<file path="src/rtl/clock_select_sequencer.sv">
// Configuration registers and glitch-free channel switch for the 4-channel divided-clock generator.
// clk_out is a registered copy of the selected tap, gated low while a switch hands over between channels.
module clock_select_sequencer #(
  parameter logic [5:0] RESET_FACTOR = 6'd3,
  parameter logic [1:0] RESET_SEL    = 2'd0,
  parameter logic [7:0] TIMEOUT      = 8'd255
) (
  input  logic        clk,
  input  logic        rst_n,
  input  logic        cfg_valid,
  output logic        cfg_ready,
  input  logic [2:0]  cfg_addr,
  input  logic [5:0]  cfg_data,
  input  logic [3:0]  div_clock,
  output logic [23:0] div_factor,
  output logic [1:0]  sel_active,
  output logic        clk_out,
  output logic        busy,
  output logic        timeout_flag
);

  typedef enum logic [1:0] {
    IDLE     = 2'd0,
    DRAIN    = 2'd1,
    WAIT_NEW = 2'd2
  } state_t;

  state_t          state_q, state_d;
  logic [3:0][5:0] factor_q, factor_d;
  logic [1:0]      sel_active_q, sel_active_d;
  logic [1:0]      sel_pending_q, sel_pending_d;
  logic            clk_out_q, clk_out_d;
  logic [7:0]      to_cnt_q, to_cnt_d;
  logic            flag_q, flag_d;
  logic            old_lvl, new_lvl, timeout_hit;

  function automatic logic [7:0] sat_inc(input logic [7:0] v);
    return (v == 8'hFF) ? v : v + 8'd1;
  endfunction

  assign old_lvl     = div_clock[sel_active_q];
  assign new_lvl     = div_clock[sel_pending_q];
  // The switch is forced on the edge where the counter would reach TIMEOUT.
  assign timeout_hit = (sat_inc(to_cnt_q) >= TIMEOUT);

  always_comb begin
    state_d       = state_q;
    factor_d      = factor_q;
    sel_active_d  = sel_active_q;
    sel_pending_d = sel_pending_q;
    clk_out_d     = 1'b0;
    to_cnt_d      = to_cnt_q;
    flag_d        = flag_q;
    case (state_q)
      IDLE: begin
        clk_out_d = old_lvl;
        if (cfg_valid) begin
          case (cfg_addr)
            3'd0, 3'd1, 3'd2, 3'd3: factor_d[cfg_addr[1:0]] = cfg_data;
            3'd4: begin
              if (cfg_data[1:0] != sel_active_q) begin
                sel_pending_d = cfg_data[1:0];
                state_d       = DRAIN;
                to_cnt_d      = 8'd0;
              end
            end
            3'd5:    flag_d = 1'b0;
            default: ;
          endcase
        end
      end
      DRAIN: begin
        to_cnt_d = sat_inc(to_cnt_q);
        if (!old_lvl) begin
          state_d = WAIT_NEW;
        end else if (timeout_hit) begin
          sel_active_d = sel_pending_q;
          state_d      = IDLE;
          flag_d       = 1'b1;
        end else begin
          clk_out_d = old_lvl;
        end
      end
      WAIT_NEW: begin
        to_cnt_d = sat_inc(to_cnt_q);
        if (!new_lvl) begin
          sel_active_d = sel_pending_q;
          state_d      = IDLE;
        end else if (timeout_hit) begin
          sel_active_d = sel_pending_q;
          state_d      = IDLE;
          flag_d       = 1'b1;
        end
      end
      default: state_d = IDLE;
    endcase
  end

  always_ff @(posedge clk or negedge rst_n) begin
    if (!rst_n) begin
      state_q       <= IDLE;
      factor_q      <= {4{RESET_FACTOR}};
      sel_active_q  <= RESET_SEL;
      sel_pending_q <= RESET_SEL;
      clk_out_q     <= 1'b0;
      to_cnt_q      <= 8'd0;
      flag_q        <= 1'b0;
    end else begin
      state_q       <= state_d;
      factor_q      <= factor_d;
      sel_active_q  <= sel_active_d;
      sel_pending_q <= sel_pending_d;
      clk_out_q     <= clk_out_d;
      to_cnt_q      <= to_cnt_d;
      flag_q        <= flag_d;
    end
  end

  assign cfg_ready    = (state_q == IDLE);
  assign busy         = (state_q != IDLE);
  assign div_factor   = factor_q;
  assign sel_active   = sel_active_q;
  assign clk_out      = clk_out_q;
  assign timeout_flag = flag_q;

endmodule
</file>
<file path="config.mk">
export PLATFORM = sky130hd
export DESIGN_NAME = clock_select_sequencer
export DESIGN_NICKNAME = d
export VERILOG_FILES = /design/src/rtl/clock_select_sequencer.sv
export SDC_FILE = /design/constraint.sdc
export NUM_CORES = 1
export LEC_CHECK = 0
export ABC_AREA = 1
export CORE_MARGIN = 3
export CORE_UTILIZATION = 50
export DETAILED_ROUTE_END_ITERATION = 8
export HOLD_SLACK_MARGIN = 0.1
export PLACE_DENSITY_LB_ADDON = 0.12
export SKIP_CTS_REPAIR_TIMING = 1
export SLEW_MARGIN = 25
export SYNTH_ARGS = -nofsm -noshare
export SYNTH_HDL_FRONTEND = slang
export SYNTH_SLANG_ARGS = --single-unit
</file>
<file path="constraint.sdc">
create_clock -name clk -period 2.2 [get_ports clk]
set_clock_uncertainty 0.2 [all_clocks]
set_input_delay 0.44 -clock clk [delete_from_list [all_inputs] [get_ports clk]]
set_output_delay 0.44 -clock clk [all_outputs]
set_load 0.02 [all_outputs]
</file>
**Yosys cells after proc, flatten, opt, wreduce, memory -nomap -nowiden**

Cells that the tools add are included.

- Flip-flop bits (word level): 40
- Output and inout port bits: 30

- $add $sub $neg: 1
- $lt $le $gt $ge: 5
- Eq/ne operators: 15
- Muxes and demuxes: 32
- Reductions and logical operators: 15

Operators with widths:

| cell | count |
|---|---|
| 2-to-1 mux 8 bit | 4 |
| bitwise mux 24 bit | 1 |
| 2-to-1 mux 2 bit | 9 |
| one-hot mux 8 bit (2 select lines) | 1 |
| demux 6 bit (select 2 bit) | 1 |
| < comparator 2 x 3 -> 1 bit, second input constant | 3 |
| 2-to-1 mux 1 bit | 9 |
| adder 8 x 1 -> 8 bit, second input constant | 1 |
| == test 8 bit, second input constant | 1 |
| >= comparator 8 bit, second input constant | 1 |
| AND reduction 4 bit | 2 |
| == test 3 x 2 -> 1 bit, second input constant | 2 |
| == test 3 bit, second input constant | 2 |
| 2-to-1 mux 6 bit | 1 |
| inequality test 2 x 1 -> 1 bit, second input constant | 3 |
| inequality test 2 bit, second input constant | 3 |
| one-hot mux 2 bit (3 select lines) | 1 |
| AND reduction 3 bit | 2 |
| nonzero test 2 bit | 3 |
| AND reduction 5 bit | 1 |
| binary-select mux 1 bit (select 2 bit) | 2 |
| one-hot mux 2 bit (2 select lines) | 1 |
| OR reduction 4 bit | 1 |
| == test 3 x 1 -> 1 bit, second input constant | 1 |
| other kinds (12) | 12 |

**Longest topological paths before layout**

Gate-level depths: netlist of run 1.

- Depth after elaboration: 6
- Gate-level depth with buffers: 14

**Least setup slack after synthesis of run 1**

Ideal clock, no wire load.

- Path kind: reg2reg
- Start: register state_q[0]
- End: register to_cnt_q[1]
- Library setup time: 0.120 ns
- Arrival time: 1.569 ns
- Required time: 1.880 ns
- Path slack: 0.311 ns
- Stages on the path, launching flop included: 9
- Path buffers: 1
- Period minus slack after synthesis: 1.889 ns
- Path through: dfrtp_1 -> inv_1 -> ha_1 -> inv_1 -> a21oi_4 -> nor2_4 -> buf_4 -> nand3_1 -> nand2_1

- Elaborated cells between the ends (all ways): 10

RTL lines:

| what | line | RTL |
|---|---|---|
| start, declared | 28 | `state_t state_q, state_d;` |
| start signal, assigned | 109 | `state_q <= state_d;` |
| logical NOT 2 bit (*) | -- |  |
| via cfg_ready | 11 | `output logic cfg_ready,` |
| inequality test 2 x 1 -> 1 bit (no line), or another cell as far along | -- |  |
| AND reduction 4 bit (no line) | -- |  |
| end signal, assigned | 114 | `to_cnt_q <= to_cnt_d;` |
| end, declared | 33 | `logic [7:0] to_cnt_q, to_cnt_d;` |

The timed path passes the listed nets; every way through them passes the cells marked *.
A chain may end at the register's enable or synchronous reset.

**Final worst setup path of run 1**

- Start: register factor_q, in the netlist div_factor[6]
- End: output port div_factor[6]

RTL lines:

| what | line | RTL |
|---|---|---|
| start, declared | 29 | `logic [3:0][5:0] factor_q, factor_d;` |
| start signal, assigned | 102 | `factor_q <= {4{RESET_FACTOR}};` |
| start signal, assigned | 110 | `factor_q <= factor_d;` |
| end, declared | 15 | `output logic [23:0] div_factor,` |

No word-level cell between the ends.

==> results of run 1 <==
==> kinds of logic (layout without fill, tap and decap cells) <==
| kind of cell | after synthesis | count (layout) |
|---|---|---|
| XOR/XNOR | 4 | 4 |
| AND/OR/NAND/NOR | 135 | 135 |
| AO/OA/AOI/OAI | 44 | 44 |
| adder cells (fa/ha/maj) | 5 | 5 |
| buffers and inverters | 30 | 83 |
| flip-flops | 40 | 40 |
==> cells in the mapped netlist <==
library cell	n	area share, %
a21oi_1	4	0.97
a21oi_4	1	0.79
buf_4	1	0.36
clkbuf_1	5	0.91
clkinv_1	1	0.18
dfrtp_1	32	39
dfstp_2	8	10
ha_1	5	3.0
inv_1	23	4.2
nand2_1	85	15
nand2_2	5	1.5
nand3_1	23	5.6
nand4_1	3	0.91
nand4_2	1	0.61
nor2_1	10	1.8
nor2_2	4	1.2
nor2_4	2	1.1
nor3_1	2	0.49
o21ai_0	36	8.7
o21ai_2	2	0.85
o21ba_1	1	0.49
xnor2_1	1	0.43
xor2_1	3	1.3
==> final timing paths <==
path,start,end,slack (ps),depth (start not counted)
setup / recovery,div_factor[6]$_DFFE_PN1P_,div_factor[6],110,1
hold / removal,div_factor[16]$_DFFE_PN0P_,div_factor[16]$_DFFE_PN0P_,290,2
setup reg to reg,to_cnt_q[1]$_DFFE_PN0P_,sel_active[0]$_DFFE_PN0P_,160,13
hold reg to reg,div_factor[16]$_DFFE_PN0P_,div_factor[16]$_DFFE_PN0P_,290,2
max in group asynchronous,rst_n,div_factor[7]$_DFFE_PN1P_,910,3
min in group asynchronous,rst_n,to_cnt_q[6]$_DFFE_PN0P_,520,3
==> layout by cell type (no fill, tap or decap), types with 2 or more instances in the layout <==
| cell type | Yosys | routed |
|---|---|---|
| clkdlybuf4s50_1 | 0 | 42 |
| clkbuf_8 | 0 | 6 |
| inv_1 | 23 | 23 |
| dfrtp_1 | 32 | 32 |
| o21ai_0 | 36 | 36 |
| nor2_4 | 2 | 2 |
| nand3_1 | 23 | 22 |
| buf_4 | 1 | 5 |
| ha_1 | 5 | 5 |
| a21oi_1 | 4 | 4 |
| o21ai_2 | 2 | 2 |
| nand2_2 | 5 | 5 |
| nand4_1 | 3 | 3 |
| nor2_2 | 4 | 4 |
| xor2_1 | 3 | 3 |
| nor3_1 | 2 | 2 |
| nand2_1 | 85 | 85 |
| dlymetal6s2s_1 | 0 | 2 |
| nor2_1 | 10 | 10 |
| dfstp_2 | 8 | 8 |
==> sequential cells by signal, indices dropped and copies added (netlist names) <==
signal         cells
sel_pending_q      2
timeout_flag       1
div_factor        24
sel_active         2
state_q            2
clk_out            1
to_cnt_q           8
==> power by group through the flow <==
| stage | registers, mW | logic [mW] | clock network (mW) |
|---|---|---|---|
| after global placement | 1.31 | 1.80 | 0 |
| after detailed placement | 1.31 | 1.83 | 0 |
| after floorplan | 1.61 | 0.734 | 0 |
| final | 1.30 | 1.82 | 0.633 |
| after CTS | 1.30 | 1.84 | 0.648 |
| after global routing | 1.35 | 1.99 | 0.680 |
==> stage by stage <==
| step | area [um^2] | hold slack (ps) |
|---|---|---|
| finish | 2719 | 289.0 |
| global route | 2719 | 309.6 |
| CTS | 2699 | 6.060 |
| detailed placement | 2577 | 272.6 |
| global placement | 2577 | 264.6 |
| floorplan | 2061 | -55.59 |
==> layout make-up <==
cell class                 instances  area share (%)
clock inverter                     2           1.427
timing repair buffer              51           18.32
sequential                        40           37.18
clock buffer                       6           3.037
multi-input combinational        188           34.51
inverter                          24           3.313
tap                               48           2.209
==> per-layer routing <==
| metal | up-vias | part of all wire (%) | wire [um] |
|---|---|---|---|
| met2 | 47 | 45 | 2047 |
| met1 | 851 | 48 | 2155 |
| met5 | - | 0 | 0 |
| met3 | 7 | 5.6 | 255 |
| li1 | 934 | - | - |
| met4 | 0 | 1.4 | 62 |
==> metrics.md, run 1 <==
| Metric | Value |
|---|---|
| Die area | 4928 um^2 |
| Die W | 70.20 um |
| Drt first-iter violations | 95 |
| Core Region | 3826 um^2 |
| First-pass GRT wire length | 7.700 mm |
| Flop pwr share | 34.7% |
| Final min period | 2090 ps |
| Vias in the first global route | 1733 |
| Largest family of logic cells by synthesized area | simple AND/OR/NAND/NOR gates |
| Syn Area/Cell | 7.987 um^2 |
| Syn Inst Count | 258 |
| Fmax | 478.6 MHz |
| Placed Cells incl. Taps | 350 |
| CP Class | flop to output port |
| Clock transition at path regs | 80 ps |
| Worst-Margin Slew | 492.3 ps |
| Required @ worst endpoint | 1560 ps |
| Gpl congestion | 0.8213 |
| Area of the multi-input gates | 938.4 um^2 |
| Final period utilization | 94.98% |
| Clock share of power | 16.8% |
| Die height | 70.20 um |
| Psw | 1.495 mW |
| Initial Util | 53.86% |
| P_int | 2.265 mW |
| Met2 Usage GRT | 31.58% |
| GRT Overall Usage | 19.62% |
| Final setup fails | 0 |
| Status | finished, final reports clean |
| GR Util met1 | 26.08% |
| Max FO, Critical Path | 2 |
| Post-synthesis mux area share | 0% |
| Antenna Cells | 0 |
| Switching share of power | 39.76% |
| Final Max Tran Viols | 0 |
| 1st-pass router iterations | 4 |
| Row cnt | 22 |
| P&R area growth vs syn | 31.94% |
| Crit-path cells | clkdlybuf4s50_1 |
| Logic gate share of total power | 48.5% |
| Fill count | 309 |
| Number of synthesis warnings | 0 |
| Remaining DRCs | 0 |
| Sink Count | 40 |
| Port Buffers | 45 |
| Final worst slack | 110.4 ps |
| CP delay by family, top | buffers and inverters |
| Compound-Gate Fraction of Synth Area | 11.84% |
| Slowest-stage cell, CP | clkdlybuf4s50_1 |
| Ports | 46 |
| Slew HR | 67.18% |
| Final core utilization | 71.06% |
| Sequential standard cell area | 1011 um^2 |
| Cell area after synthesis | 2061 um^2 |
| Post-Synth Simple-Gate Area | 28.72% |
| Register area share after synthesis | 49.06% |
| Xor/xnor share of the synthesized area | 1.700% |
| Synth Net Count | 279 |
| # H-tree levels | 2 |
| Hold Violations, Final | 0 |
| Max cap viols | 0 |
| Hpwl dp | 3.284 mm |
| Post-Route WL | 4.521 mm |
| Layout cells sized above 1 | 12.22% |
| Pre-CTS WS | 11.76 ps |
| Met3 Use GR | 4.604% |
| Peak supply drop | 0.7649 mV |
| Layout Cells excl Fill | 359 |
| Gr ovfl total | 0 |
| Detail Route Antenna Nets | 0 |
| Startpoint types | flop |
| Num CTS Buffers | 5 |
| DR vias | 1839 |
| Initial antenna violation count | 0 |
| Clock root buffer master | clkbuf_8 |
| Routed len/inst | 12.59 um |
| Setup TNS | 0 ps |
| Clock buffer depth | 2 |
| Final nets | 331 |
| Post-synthesis cell type count | 23 |
| Pleak | 1.289 nW |
| Total Power | 3.759 mW |
| RSZ-0062 raised after global routing | yes |
| Layer with the highest usage | met2 |
| Synth Area in Adders | 3.036% |
| CTS tree | done |
| Power Dens Cells | 1383 nW/um^2 |
| Hold Path Class | flop to flop |
| Worst Setup End Kind | output port |
| Largest stage delay on the critical path | 600 ps |
| Post-DR vias/cell | 5.123 |
| Critical Path AT | 1450 ps |
| Yosys reg bits | 40 |
| Worst skew pair latency | 290 ps |
| Worst path bufs/invs | 1 |
| Pin count of the biggest net entering global routing | 41 |
Note: power is estimated with default switching activity, not from simulation.
==> run 2: changes to the inputs <==
--- a/config.mk
+++ b/config.mk
@@ -7,7 +7,8 @@
 export LEC_CHECK = 0
 export ABC_AREA = 1
 export CORE_MARGIN = 3
-export CORE_UTILIZATION = 50
+export CORE_UTILIZATION = 45
+export CTS_CLUSTER_DIAMETER = 60
 export DETAILED_ROUTE_END_ITERATION = 8
 export HOLD_SLACK_MARGIN = 0.1
 export PLACE_DENSITY_LB_ADDON = 0.12
==> constraint.sdc (replaced) <==
create_clock -name clk -period 1.8 [get_ports clk]
set_clock_uncertainty 0.2 [all_clocks]
set_input_delay 0.36 -clock clk [delete_from_list [all_inputs] [get_ports clk]]
set_output_delay 0.36 -clock clk [all_outputs]
set_load 0.02 [all_outputs]
==> run 2 against run 1 <==
  * The run now ends with negative setup slack left
  * Sequential share of layout area shrank 5.0 points
  * Critical path depth grew 12
  * Combinational power grew 46%
  * Core utilization grew 3.7 points
  * First-iteration DRC count shrank 3.2%
  * Non-clock buffer count grew 35
  * Power grew 32%
  * Clock power grew 20%
  * Worst hold slack lost 42 ps
  * Design area grew 16%
  * Die area grew 10%
  * Via count grew 7.8%
  * Critical path type is now flop to flop
==> metrics.md, run 2 (synthesized netlist as in run 1, its figures left out) <==
| Metric | Value |
|---|---|
| Critical Path AT | 1920 ps (+470 ps) |
| Final nets | 366 (+11%) |
| Logic gate share of total power | 53.4% (+4.9 points) |
| Row cnt | 23 (+4.5%) |
| Core Region | 4202 um^2 (+9.8%) |
| CP Class | flop to flop |
| Clock transition at path regs | 80 ps (about the same) |
| Detail Route Antenna Nets | 0 (unchanged) |
| Sink Count | 40 (unchanged) |
| Post-DR vias/cell | 5.008 (-2.2%) |
| Final core utilization | 74.75% (+3.7 points) |
| Max cap viols | 0 (unchanged) |
| Max FO, Critical Path | 6 (+4) |
| Required @ worst endpoint | 1790 ps (+230 ps) |
| Final worst slack | -124.2 ps (-234.6 ps) |
| Max reg flops | 24 (unchanged) |
| Worst skew pair latency | 290 ps (about the same) |
| Switching share of power | 39.82% (+0.058 points) |
| CTS tree | done |
| Fmax | 519.7 MHz |
| Fill count | 327 (+5.8%) |
| Initial Util | 49.05% (-4.8 points) |
| Peak supply drop | 0.9842 mV (+29%) |
| Worst Setup End Kind | flop |
| Pin count of the biggest net entering global routing | 41 (unchanged) |
| Gpl congestion | 0.8597 (+4.7%) |
| Final setup fails | 5 (+5) |
| Num CTS Buffers | 5 (unchanged) |
| Clock root buffer master | clkbuf_8 |
| Routed len/inst | 13.65 um (+8.4%) |
| # H-tree levels | 2 (unchanged) |
| DR vias | 1983 (+7.8%) |
| Final min period | 1924 ps |
| Final Max Tran Viols | 0 (unchanged) |
| Antenna Cells | 0 (unchanged) |
| Worst-Margin Slew | 262.6 ps (-229.6 ps) |
| Vias in the first global route | 1939 (+12%) |
| P_int | 2.997 mW (+32%) |
| First-pass GRT wire length | 8.487 mm (+10%) |
| Hpwl dp | 3.624 mm (+10%) |
| Status | complete, but fails checks |
| Pleak | 1.844 nW (+43%) |
| Final period utilization | 106.9% |
| 1st-pass router iterations | 4 (unchanged) |
| Drt first-iter violations | 92 (-3.2%) |
| Power Dens Cells | 1586 nW/um^2 (+15%) |
| Clock buffer depth | 2 (unchanged) |
| Total Power | 4.980 mW (+32%) |
| Gr ovfl total | 0 (unchanged) |
| Ports | 46 (unchanged) |
| Layout cells sized above 1 | 26.88% (+15 points) |
| Remaining DRCs | 0 (unchanged) |
| Post-Route WL | 5.405 mm (+20%) |
| Slew HR | 82.46% (+15 points) |
| RSZ-0062 raised after global routing | yes |
| Hold Path Class | input pin to flop |
| Hold Violations, Final | 0 (unchanged) |
| Flop pwr share | 31.3% (-3.4 points) |
| Psw | 1.983 mW (+33%) |
| Failing checks | negative setup slack |
| Startpoint types | flop |
| Pre-CTS WS | -300.8 ps (-312.5 ps) |
| Die W | 73.67 um (+4.9%) |
| Clock share of power | 15.3% (-1.5 points) |
| Die area | 5427 um^2 (+10%) |
| Port Buffers | 45 (unchanged) |
| Commonest cells after routing, fill and taps aside | 76 x nand2_1, 38 x buf_4, 31 x dfrtp_1, 31 x dlymetal6s2s_1, 30 x o21ai_0 |
| P&R area growth vs syn | 52.40% |
| Most common cell after layout, fill and taps aside | nand2_1 |
| Initial antenna violation count | 0 (unchanged) |
| GRT Overall Usage | 20.41% (+0.78 points) |
| Die height | 73.67 um (+4.9%) |
-- run 2: changes by cell type in the layout (fill, tap and decap cells not counted), moves of 3 or more --
cell / change
o21ai_1: +6
nand2_1: -9
inv_2: +3
buf_4: +33
dlymetal6s2s_1: +29
o21ai_0: -6
inv_1: -3
clkdlybuf4s50_1: -30
nand2_2: +8
-- run 2: area by class of cell --
class	instances	area, um^2	area share [%]
Inverter	24	92.59	2.948
Clock buffer	5	68.82	2.191
Multi-Input combinational cell	188	1005	31.99
Sequential cell	40	1012	32.23
Tap cell	50	62.56	1.992
Clock inverter	3	46.29	1.474
Timing Repair Buffer	86	853.3	27.17
-- run 2: per-layer routing --
metal | share of wire [%] | track usage, % | up-vias
met4 | 1.6 | 8.652 | 0
met5 | 0 | 0 | -
met1 | 43 | 26.64 | 924
met2 | 51 | 32.87 | 40
met3 | 5.1 | 4.104 | 9
li1 | - | - | 1010
-- run 2: metrics by stage --
step / hold slack, ps / setup TNS (ps) / area [um^2] / cells
global placement: 145.9 / -3138 / 2835 / 382
floorplan: -135.6 / 0 / 2066 / 258
global route: 263.2 / -1153 / 3141 / 396
finish: 247.2 / -401.3 / 3141 / 396
CTS: -177.2 / -3968 / 2950 / 390
detailed placement: 150.3 / -4726 / 2835 / 382
-- run 2: worst max-delay path, stage by stage, from the launching register on --
cell and delay (ps):
dfrtp_1 360, ha_2 210, nand2_4 80, inv_4 70
buf_4 100, nand4_1 110, nand2_1 120, nand2_1 80
nor2_2 110, nand2_2 110, nand2_2 110, nand2_2 60
nand2_2 60, o21ai_2 40
-- run 2: power by group through the flow --
| stage | combinational [mW] | sequential [mW] | clock [mW] |
|---|---|---|---|
| final | 2.66 | 1.56 | 0.760 |
| after global routing | 2.91 | 1.61 | 0.823 |
| after CTS | 2.59 | 1.57 | 0.778 |
| after detailed placement | 2.58 | 1.57 | 0 |
| after global placement | 2.53 | 1.57 | 0 |
| after floorplan | 0.904 | 1.96 | 0 |
-- run 2: final timing paths --
check | slack, ps | cells past startpoint | to | startpoint
worst min-delay path | 250 | 4 | sel_pending_q[1]$_DFFE_PN0P_ | cfg_data[1]
min in group asynchronous | 350 | 3 | sel_active[1]$_DFFE_PN0P_ | rst_n
worst min register to register | 270 | 2 | div_factor[12]$_DFFE_PN1P_ | div_factor[12]$_DFFE_PN1P_
worst max-delay path | -120 | 13 | sel_active[0]$_DFFE_PN0P_ | to_cnt_q[1]$_DFFE_PN0P_
worst max register to register | -120 | 13 | sel_active[0]$_DFFE_PN0P_ | to_cnt_q[1]$_DFFE_PN0P_
max in group asynchronous | 780 | 3 | div_factor[12]$_DFFE_PN1P_ | rst_n
